**config.mk**
```make
export PLATFORM = sky130hd
export DESIGN_NAME = imm_extend_stage
export DESIGN_NICKNAME = d
export VERILOG_FILES = /design/src/rtl/imm_extend_stage.sv
export SDC_FILE = /design/constraint.sdc
export NUM_CORES = 1
export LEC_CHECK = 0
export BUFFER_PORTS_ARGS = -buffer_cell sky130_fd_sc_hd__buf_2
export CORE_UTILIZATION = 46
export DETAILED_ROUTE_END_ITERATION = 10
export GPL_TIMING_DRIVEN = 0
export PLACE_DENSITY_LB_ADDON = 0.1
export SYNTH_ARGS = -nofsm -noshare
export SYNTH_HDL_FRONTEND = slang
export SYNTH_SLANG_ARGS = --single-unit
```
**constraint.sdc**
```tcl
create_clock -name clk -period 1.6 [get_ports clk]
set_clock_uncertainty 0.15 [all_clocks]
set_input_delay 0.08 -clock clk [delete_from_list [all_inputs] [get_ports clk]]
set_output_delay 0.08 -clock clk [all_outputs]
set_load 0.1 [all_outputs]
```
**src/rtl/imm_extend_stage.sv**
```systemverilog
// imm_extend_stage
//   Registered immediate-extension stage between decode and execute.
//   Forms a sign- or zero-extended immediate of DATA_W bits from a 16-bit
//   instruction word and a 3-bit mode. Mode 7 is an EXTEND prefix: it is held
//   in r_pfx and widens the next extendable instruction to a full 16-bit
//   immediate. Single-entry output register with valid/ready flow control.
//
// Ports
//   clk, rst_n   clock, asynchronous active-low reset
//   flush        synchronous flush: drops the held output, any pending prefix
//                and any word offered in the same cycle
//   in_valid/in_ready/in_instr/in_mode   input word handshake
//   out_valid/out_ready/out_imm/out_ext  output immediate handshake
//   err          one-cycle pulse after a malformed prefix sequence
module imm_extend_stage #(
  parameter int DATA_W = 16
) (
  input  logic              clk,
  input  logic              rst_n,
  input  logic              flush,
  input  logic              in_valid,
  output logic              in_ready,
  input  logic [15:0]       in_instr,
  input  logic [2:0]        in_mode,
  output logic              out_valid,
  input  logic              out_ready,
  output logic [DATA_W-1:0] out_imm,
  output logic              out_ext,
  output logic              err
);

  typedef enum logic {S_IDLE, S_PFX} state_t;

  state_t              r_state;
  logic [10:0]         r_pfx;
  logic                r_valid;
  logic [DATA_W-1:0]   r_imm;
  logic                r_ext;
  logic                r_err;

  logic                w_accept;
  logic                w_extendable;
  logic [15:0]         w_imm16;
  logic [DATA_W-1:0]   w_norm;
  logic [DATA_W-1:0]   w_wide;
  logic                w_unused;

  // Bits [15:11] never feed an immediate field.
  assign w_unused = ^in_instr[15:11];

  assign in_ready  = !r_valid || out_ready;
  assign w_accept  = in_valid && in_ready && !flush;

  assign out_valid = r_valid;
  assign out_imm   = r_imm;
  assign out_ext   = r_ext;
  assign err       = r_err;

  // Size casts of $signed operands sign-extend; of unsigned operands zero-fill.
  always_comb begin
    w_norm = '0;
    case (in_mode)
      3'd0:    w_norm = DATA_W'($signed(in_instr[7:0]));
      3'd1:    w_norm = DATA_W'($signed(in_instr[3:0]));
      3'd2:    w_norm = DATA_W'($signed(in_instr[10:0]));
      3'd3:    w_norm = DATA_W'(in_instr[3:0]);
      3'd4:    w_norm = DATA_W'(in_instr[7:0]);
      3'd5:    w_norm = DATA_W'($signed(in_instr[4:0]));
      3'd6:    w_norm = DATA_W'(in_instr[4:2]);
      default: w_norm = '0;
    endcase
  end

  // Prefix supplies the upper 11 bits, split as [4:0] on top then [10:5].
  assign w_imm16      = {r_pfx[4:0], r_pfx[10:5], in_instr[4:0]};
  assign w_extendable = (in_mode == 3'd0) || (in_mode == 3'd1) ||
                        (in_mode == 3'd3) || (in_mode == 3'd4) ||
                        (in_mode == 3'd5);
  assign w_wide       = ((in_mode == 3'd3) || (in_mode == 3'd4)) ?
                        DATA_W'(w_imm16) : DATA_W'($signed(w_imm16));

  always_ff @(posedge clk or negedge rst_n) begin
    if (!rst_n) begin
      r_state <= S_IDLE;
      r_pfx   <= '0;
      r_valid <= 1'b0;
      r_imm   <= '0;
      r_ext   <= 1'b0;
      r_err   <= 1'b0;
    end else if (flush) begin
      r_state <= S_IDLE;
      r_valid <= 1'b0;
      r_err   <= 1'b0;
    end else begin
      r_err <= 1'b0;
      if (r_valid && out_ready)
        r_valid <= 1'b0;
      if (w_accept) begin
        if (in_mode == 3'd7) begin
          // Prefix after prefix: newest wins, flagged as an error.
          r_pfx   <= in_instr[10:0];
          r_state <= S_PFX;
          if (r_state == S_PFX)
            r_err <= 1'b1;
        end else begin
          r_valid <= 1'b1;
          r_state <= S_IDLE;
          if (r_state == S_PFX && w_extendable) begin
            r_imm <= w_wide;
            r_ext <= 1'b1;
          end else begin
            r_imm <= w_norm;
            r_ext <= 1'b0;
            if (r_state == S_PFX)
              r_err <= 1'b1;
          end
        end
      end
    end
  end

endmodule

```
* After elaboration in Yosys (flattened, before gate mapping)
Index checks and enable logic that the tools add are counted.
** Storage, ports and cells
- Output and inout bits :: 20
- Input bits :: 24
- Bits in registers :: 31
- Word-level logic and storage cells :: 45
** Operators by class
- Equal/unequal tests :: 7
- Multiplexer cells :: 15
- Reduce and logical (&&, ||, !) cells :: 15
- Bitwise operators :: 2
** Operators with widths (number)
- 16-bit one-hot mux with 7 select lines :: 1
- 16-bit two-way mux :: 1
- 1-bit two-way mux :: 13
- 3-bit == test, second input constant :: 4
- 3-bit by 2-bit == test with 1-bit output, second input constant :: 2
- 3-bit AND reduction :: 2
- 1-bit logical OR :: 5
- 1-bit logical AND :: 4
- 3-bit by 1-bit == test with 1-bit output, second input constant :: 1
- 3-bit logical NOT :: 1
- 1-bit logical NOT :: 2
- 1-bit inverter :: 2
- 2-bit nonzero test :: 1

* Longest topological paths before layout
Gate-level depths: netlist of the first run.
- Word-level depth :: 10
- Mapped depth :: 6
- Depth with buffers taken out :: 4

* Least setup slack after synthesis of the first run
No wires, ideal clock.
- Path type :: reg2reg
- Start point :: register r_valid (netlist: out_valid)
- End point :: register r_pfx[10]
- Required time :: 1325 ps
- Data arrival time :: 2215 ps
- Cell stages (with the launch flop) :: 7
- Path slack :: -890 ps
- Path buffers :: 2
- Library setup time :: 125 ps
- Clock period less this slack :: 2490 ps
- Cell sequence :: dfrtp_1 nand2b_1 buf_2 nand3b_2 nor2_2 buf_6 mux2_2
** Between the ends
- Word-level cells in the longest chain between the ends :: 5
** RTL lines
- from (decl) :: line 36 : logic r_valid;
- from (signal assigned) :: line 86 : r_valid <= 1'b0;
- from (signal assigned) :: line 92 : r_valid <= 1'b0;
- from (signal assigned) :: line 97 : r_valid <= 1'b0;
- 1-bit logical NOT :: line 51 : assign in_ready = !r_valid || out_ready;
- 1-bit logical OR :: line 51
- named net in_ready :: line 22 : output logic in_ready,
- 1-bit logical AND (2 in a row) :: line 52 : assign w_accept = in_valid && in_ready && !flush;
- 3-bit AND reduction (no line)
- to (signal assigned) :: line 101 : r_pfx <= in_instr[10:0];
- to (decl) :: line 35 : logic [10:0] r_pfx;
The timed path passes the listed nets, and every way through them passes these cells.
A chain may end at the register's enable or synchronous reset.

* Final worst setup path of the first run
- Start point :: register r_valid (netlist: out_valid)
- End point :: register r_pfx[5]
** Between the ends
- Word-level cells in the longest chain between the ends :: 5
** RTL lines (line)
- 1-bit logical NOT :: 51
- 1-bit logical OR :: 51
- 1-bit logical AND (2 in a row) :: 52
- 3-bit AND reduction (no line)
No other way between the ends.

==> metrics.txt, run 1 <==
fraction of synthesized cell area in xor and xnor cells=0%; clock root buffer master=sky130_fd_sc_hd__clkbuf_4; main flop type after synthesis=sky130_fd_sc_hd__dfrtp_1; worst setup path category=reg -> reg; biggest area contributors in the synthesized netlist=sky130_fd_sc_hd__dfrtp_1, sky130_fd_sc_hd__mux2_2, sky130_fd_sc_hd__nand2_1; Detailed Route WL=3744 um; net switching power=1.078 mW; reg2reg path depth=6; main combinational cell family by area after synthesis=simple AND/OR/NAND/NOR gates; Core ar.=0.003078 mm2; hold path depth=4; Pins Over Slew Limit=0; wire length on met2=1915 um; wire length on met1=1597 um; highest metal layer with signal wires=met4; tightest slew margin relative to the limit=54.34%; data arrival time at the worst-slack endpoint=1.69 ns; Pwr Total=2.455 mW; clock transition at the registers of the reported paths=0.09 ns; Clock Sinks=31; via-per-instance ratio=5.319; number of synthesized flops with an enable pin=0; number of cells produced by synthesis=140; post-synth cell types=37; worst voltage drop across the vdd grid=0.8045 mV; max-cap viol count=0; Via Count=1351; number of port buffers=38; top cells by count, synth=sky130_fd_sc_hd__dfrtp_1, sky130_fd_sc_hd__nand2_1, sky130_fd_sc_hd__mux2_2; biggest area consumer among synthesized cells=sky130_fd_sc_hd__dfrtp_1; most common cell in the synthesized netlist=sky130_fd_sc_hd__dfrtp_1; layout overhead on the synthesized area=42.61%; Avg WL per Cell=14.74 um; worst path required time=1.66 ns; worst min-delay path category=in -> reg; number of failing setup endpoints in the final timing report=6; clock latency of the later-clocked register in the worst-skew pair=0.33 ns; I/O pin cnt=44; Switching Share=43.90%; fin util=70.20%; hpwl dp=2384 um; internal power=1.377 mW; area share of the largest cell type after synthesis=51.20%; Antenna Nets Post-Route=0; critical path startpoint category=flip-flop; Place WS=-0.09987 ns; complex-gate fraction of the synthesized area=16.27%; overall routing resource usage=24.41%; power share of the combinational group=41.2%; part of the power in registers=40.6%; number of rows in the core area=20; fraction of layout instances using a drive strength above 1=40.95%; critical path, cell by cell=nand2b_4 > nand3b_4 > nor2_4 > buf_6 > buf_8 > mux2_4; flip-flop and latch count after synthesis=31; worst path setup slack after routing=-0.02265 ns; maximum clock insertion buffer count=2; Avg Inst Size Synth=10.82 um2; placed standard-cell area=0.001843 mm2; met3 wire length=200 um; total iterations of the first detailed-routing run=4; Initial Util=49.23%; Post-layout nets=233; number of remaining DRC errors=0; status=finished with violations; crit path time final=1.623 ns; CTS H-tree depth=2; crit share post-route=101.4%; Crit-path slowest cell=sky130_fd_sc_hd__dfrtp_4; share of power burned in the clock network=18.1%; first-pass GRT wire length=6196 um; total clock buffers created by CTS=5; number of hold-slack violations in the final timing report=0; number of nets in the synthesized netlist=164; simple-gate area share of the yosys netlist=18.41%; Die Y=59.39 um; vias in the first global route=1302; count of synthesis-stage warnings from yosys=0; post-synthesis sequential area ratio=51.20%; number of antenna violations at the first check in global routing=0; largest net degree at the start of global routing=32; diode insertion count for antenna repair=0; clock tree from TritonCTS=done; peak clock frequency supported by timing=616.3 MHz; violations in the final reports=setup timing; worst-path fanout max=5; slowest stage delay, CP=0.50 ns; Worst setup EP type=flip-flop; Synth Cell Area=0.001515 mm2; setup repair after global routing missed its margin=yes; DRC marker count from the first detailed-route iteration=61; final RePlAce weighted congestion=0.7959; final global-route overflow total=0; post-route cell area=0.002161 mm2; transition time of the tightest slew-check pin=0.6850 ns; DIE WIDTH=59.39 um; number of filler instances in the final layout=239; power per cell area=1136 mW/mm2; area of the die=0.003527 mm2; mux cell area share after synthesis=8.918%; leakage power summed over all cells=1.004 nW; asr flop ratio synth=100.0%; arithmetic-cell share of the synthesized area counting full adders, half adders and majority gates=0%
## worst max-delay path, delay by kind of cell, from the launching register on
kind	cells	cell delay [ns]
flops	1	0.50
buf+inv	2	0.23
mux	1	0.30
simple gates	3	0.34
## cell families after synthesis
kind of cell | after synthesis
buffers and inverters | 13
and+or+nand+nor | 50
AOI/OAI and AO/OA | 34
muxes | 12
DFF | 31
## sequential cells by signal, summed over array words and instances, names as in the netlist
signal,cells
err,1
out_ext,1
out_imm,16
out_valid,1
r_pfx,11
r_state,1
## repair_timing
| item | CTS | global route |
|---|---|---|
| pin swaps | 1 | 1 |
| endpoints found under the setup margin | 17 | 18 |
| hold buffers | 16 | 0 |
| resized for setup | 16 | 0 |
| gates cloned | 1 | 0 |
| buffers inserted | 5 | 4 |
| endpoints found under the hold margin | 52 | 0 |
## power groups by stage
stage / logic [mW] / registers [mW] / clock network [mW]
2_1_floorplan: 0.245 / 1.51 / 0
3_3_place_gp: 0.918 / 1.00 / 0
3_5_place_dp: 0.928 / 1.01 / 0
4_1_cts: 1.01 / 0.994 / 0.459
5_1_grt: 1.06 / 1.01 / 0.493
6_report: 1.01 / 0.998 / 0.445
## placed cells by master (no fill, tap or decap), types with 5 or more instances in the layout
| master | synthesis | routed |
|---|---|---|
| sky130_fd_sc_hd__buf_2 | 3 | 38 |
| sky130_fd_sc_hd__buf_4 | 1 | 8 |
| sky130_fd_sc_hd__buf_6 | 3 | 6 |
| sky130_fd_sc_hd__clkbuf_4 | 0 | 5 |
| sky130_fd_sc_hd__dfrtp_1 | 31 | 30 |
| sky130_fd_sc_hd__dlygate4sd3_1 | 0 | 16 |
| sky130_fd_sc_hd__inv_1 | 6 | 6 |
| sky130_fd_sc_hd__mux2_4 | 0 | 11 |
| sky130_fd_sc_hd__nand2_1 | 24 | 24 |
| sky130_fd_sc_hd__nor2_1 | 6 | 6 |
| sky130_fd_sc_hd__o211ai_1 | 6 | 6 |
## worst paths after layout
kind / endpoint / slack [ns] / from
setup / recovery: r_pfx[5] / -0.02 / out_valid
hold / removal: r_state / 0.04 / in_valid
setup reg to reg: r_pfx[5] / -0.02 / out_valid
hold reg to reg: out_imm[8] / 0.34 / out_imm[8]
max in group asynchronous: out_valid / 0.62 / rst_n
min in group asynchronous: out_imm[9] / 0.17 / rst_n
## metrics by stage
stage	TNS (ns)	hold slack, ns	cells
4_1_cts	-0.3788	0.01903	251
2_1_floorplan	-4.748	-0.3656	140
3_3_place_gp	-0.6045	0.003407	222
3_5_place_dp	-0.9325	0.01776	222
6_report	-0.08210	0.04156	254
5_1_grt	-0.4325	0.05149	254
## per-layer routing
metal  track usage [%]  vias to the layer above
li1                  -                      647
met1             32.72                      658
met2             37.08                       42
met3             7.205                        4
met4             9.524                        0
met5                 0                        -
## final cells by class
type	instances	area (um2)	share of cell area [%]
clock buffers	6	41.29	1.911
multi-input cells	96	757.0	35.03
repair buffers	63	425.4	19.69
inverters	6	22.52	1.042
plain buffers	6	67.56	3.127
well taps	44	55.05	2.548
clock inverters	2	12.51	0.5790
flip-flops and latches	31	779.5	36.07
Power figures use the tool's default switching activity.
==> inputs of run 2 (changes only) <==
==> constraint.sdc (replaced) <==
create_clock -name clk -period 1.6 [get_ports clk]
set_clock_uncertainty 0.15 [all_clocks]
set_input_delay 0.16 -clock clk [delete_from_list [all_inputs] [get_ports clk]]
set_output_delay 0.16 -clock clk [all_outputs]
set_load 0.1 [all_outputs]
==> run 2 against run 1 <==
- the run still ends with setup timing left
- worst hold slack worse by 0.018 ns
- global-route usage fell by 0.77 points
- clock-buffer cell count unchanged
- clock power grew 2%
- sequential power barely moved
- first-iteration DRC count decreased by 4.9%
- final cell count down 0.79%
- design area down 0.29%
- die area unchanged
- worst setup slack got worse by 0.015 ns
- non-clock buffer count fell by 2
- fmax is 0.93% lower
==> metrics.txt, run 2 (same netlist as run 1, synthesis figures left out) <==
Avg WL per Cell=14.92 um (+1.3%); Core ar.=0.003078 mm2 (unchanged); fraction of layout instances using a drive strength above 1=41.35% (+0.39 points); Antenna Nets Post-Route=0 (unchanged); critical path startpoint category=flip-flop; layout overhead on the synthesized area=42.20%; clock root buffer master=sky130_fd_sc_hd__clkbuf_4; violations in the final reports=setup timing; part of the power in registers=40.5% (about the same); diode insertion count for antenna repair=0 (unchanged); number of port buffers=38 (unchanged); Via Count=1337 (-1.0%); vias in the first global route=1319 (+1.3%); number of rows in the core area=20 (unchanged); via-per-instance ratio=5.306 (-0.25%); clock tree from TritonCTS=done; DIE WIDTH=59.39 um (unchanged); worst path required time=1.67 ns (about the same); DRC marker count from the first detailed-route iteration=58 (-4.9%); power share of the combinational group=41.1% (about the same); hold slack final=0.02332 ns (-0.01824 ns); setup repair after global routing missed its margin=yes; number of hold-slack violations in the final timing report=0 (unchanged); fin util=70.00% (-0.20 points); Post-layout nets=231 (-0.86%); net switching power=1.084 mW (+0.56%); final RePlAce weighted congestion=0.7959 (unchanged); tightest slew margin relative to the limit=52.82% (-1.5 points); data arrival time at the worst-slack endpoint=1.70 ns (about the same); number of flip-flops in the largest register=16 (unchanged); area of the die=0.003527 mm2 (unchanged); number of antenna violations at the first check in global routing=0 (unchanged); clock transition at the registers of the reported paths=0.10 ns (about the same); number of failing setup endpoints in the final timing report=5 (-1); clock latency of the later-clocked register in the worst-skew pair=0.33 ns (about the same); DP Cell Count=222 (unchanged); internal power=1.376 mW (about the same); share of power burned in the clock network=18.4% (+0.3 points); CTS H-tree depth=2 (unchanged); crit share post-route=102.4% (+0.95 points); count of non-filler cells in the finished layout=252 (-0.79%); total clock buffers created by CTS=5 (unchanged); first-pass GRT wire length=6065 um (-2.1%); overall routing resource usage=23.64% (-0.77 points); worst path setup slack after routing=-0.03792 ns (-0.01527 ns); number of remaining DRC errors=0 (unchanged); max-cap viol count=0 (unchanged); status=finished with violations; leakage power summed over all cells=0.9984 nW (-0.59%); commonest cells after routing, fill and taps aside=sky130_fd_sc_hd__buf_2, sky130_fd_sc_hd__dfrtp_1, sky130_fd_sc_hd__nand2_1, sky130_fd_sc_hd__dlygate4sd3_1, sky130_fd_sc_hd__mux2_4; largest net degree at the start of global routing=32 (unchanged); transition time of the tightest slew-check pin=0.7077 ns (+0.02271 ns); Pwr Total=2.460 mW (+0.19%); Switching Share=44.06% (+0.16 points); hpwl dp=2384 um (unchanged); worst min-delay path category=in -> reg; worst voltage drop across the vdd grid=0.8688 mV (+8.0%); power per cell area=1142 mW/mm2 (+0.48%); number of filler instances in the final layout=239 (unchanged); Detailed Route WL=3761 um (+0.45%); leading cell type in the layout, fill and taps excluded=sky130_fd_sc_hd__buf_2; Die Y=59.39 um (unchanged); worst-path fanout max=5 (unchanged); final global-route overflow total=0 (unchanged); Clock Sinks=31 (unchanged); maximum clock insertion buffer count=2 (unchanged); peak clock frequency supported by timing=610.5 MHz (-0.93%); crit path time final=1.638 ns (+0.01527 ns); total iterations of the first detailed-routing run=7 (+3); Worst setup EP type=flip-flop; Initial Util=49.23% (unchanged); Pins Over Slew Limit=0 (unchanged); I/O pin cnt=44 (unchanged); worst setup path category=reg -> reg
-- run 2: critical path, cell delays in order, from the launching register on --
cell                       delay [ns]
sky130_fd_sc_hd__dfrtp_4         0.49
sky130_fd_sc_hd__nand2b_4        0.12
sky130_fd_sc_hd__nand3b_4        0.11
sky130_fd_sc_hd__nor2_4          0.12
sky130_fd_sc_hd__buf_6           0.11
sky130_fd_sc_hd__buf_8           0.12
sky130_fd_sc_hd__mux2_4          0.30
-- run 2: through the flow --
| stage | setup TNS [ns] | setup slack [ns] | cell area [um2] |
|---|---|---|---|
| floorplan | -4.748 | -0.2714 | 1598 |
| finish | -0.1462 | -0.03792 | 2155 |
| global placement | -0.6070 | -0.06263 | 1843 |
| global route | -0.3751 | -0.08450 | 2155 |
| CTS | -0.3775 | -0.05163 | 2151 |
| detailed placement | -0.9480 | -0.09987 | 1843 |
-- run 2: timing repair --
action | CTS | global route
hold buffers | 15 | 0
resized for setup | 17 | 1
endpoints found under the hold margin | 48 | 0
pin swaps | 1 | 3
setup endpoints to repair | 17 | 17
buffers inserted | 5 | 4
gates cloned | 1 | 0
-- run 2: cell type report --
cell class / instances / area [um2] / area share, %
Sequential cell: 31 / 779.5 / 36.18
Multi-Input combinational cell: 96 / 763.2 / 35.42
Timing Repair Buffer: 61 / 412.9 / 19.16
Buffer: 6 / 67.56 / 3.136
Tap cell: 44 / 55.05 / 2.555
Clock buffer: 6 / 41.29 / 1.916
Inverter: 6 / 22.52 / 1.045
Clock inverter: 2 / 12.51 / 0.5807
-- run 2: final timing paths --
path | startpoint | endpoint | slack (ns) | cells past startpoint
setup / recovery | out_valid | r_pfx[5] | -0.04 | 6
setup reg to reg | out_valid | r_pfx[5] | -0.04 | 6
hold / removal | in_mode[1] | err | 0.02 | 3
min in group asynchronous | rst_n | out_imm[9] | 0.25 | 2
hold reg to reg | out_imm[8] | out_imm[8] | 0.34 | 2
max in group asynchronous | rst_n | out_valid | 0.51 | 2
-- run 2: power groups by stage --
stage	sequential (mW)	clock [mW]	combinational, mW
after floorplan	1.51	0	0.245
final	0.997	0.452	1.01
after detailed placement	1.01	0	0.928
after global routing	1.01	0.491	1.06
after global placement	1.00	0	0.918
after CTS	0.994	0.459	1.01
-- run 2: per-layer routing --
| metal | vias to the layer above | global-route usage, % | part of all wire, % |
|---|---|---|---|
| li1 | 640 | - | - |
| met1 | 658 | 31.54 | 46 |
| met2 | 35 | 35.79 | 48 |
| met3 | 4 | 6.332 | 4.3 |
| met4 | 0 | 10.88 | 0.93 |
| met5 | - | 0 | 0 |
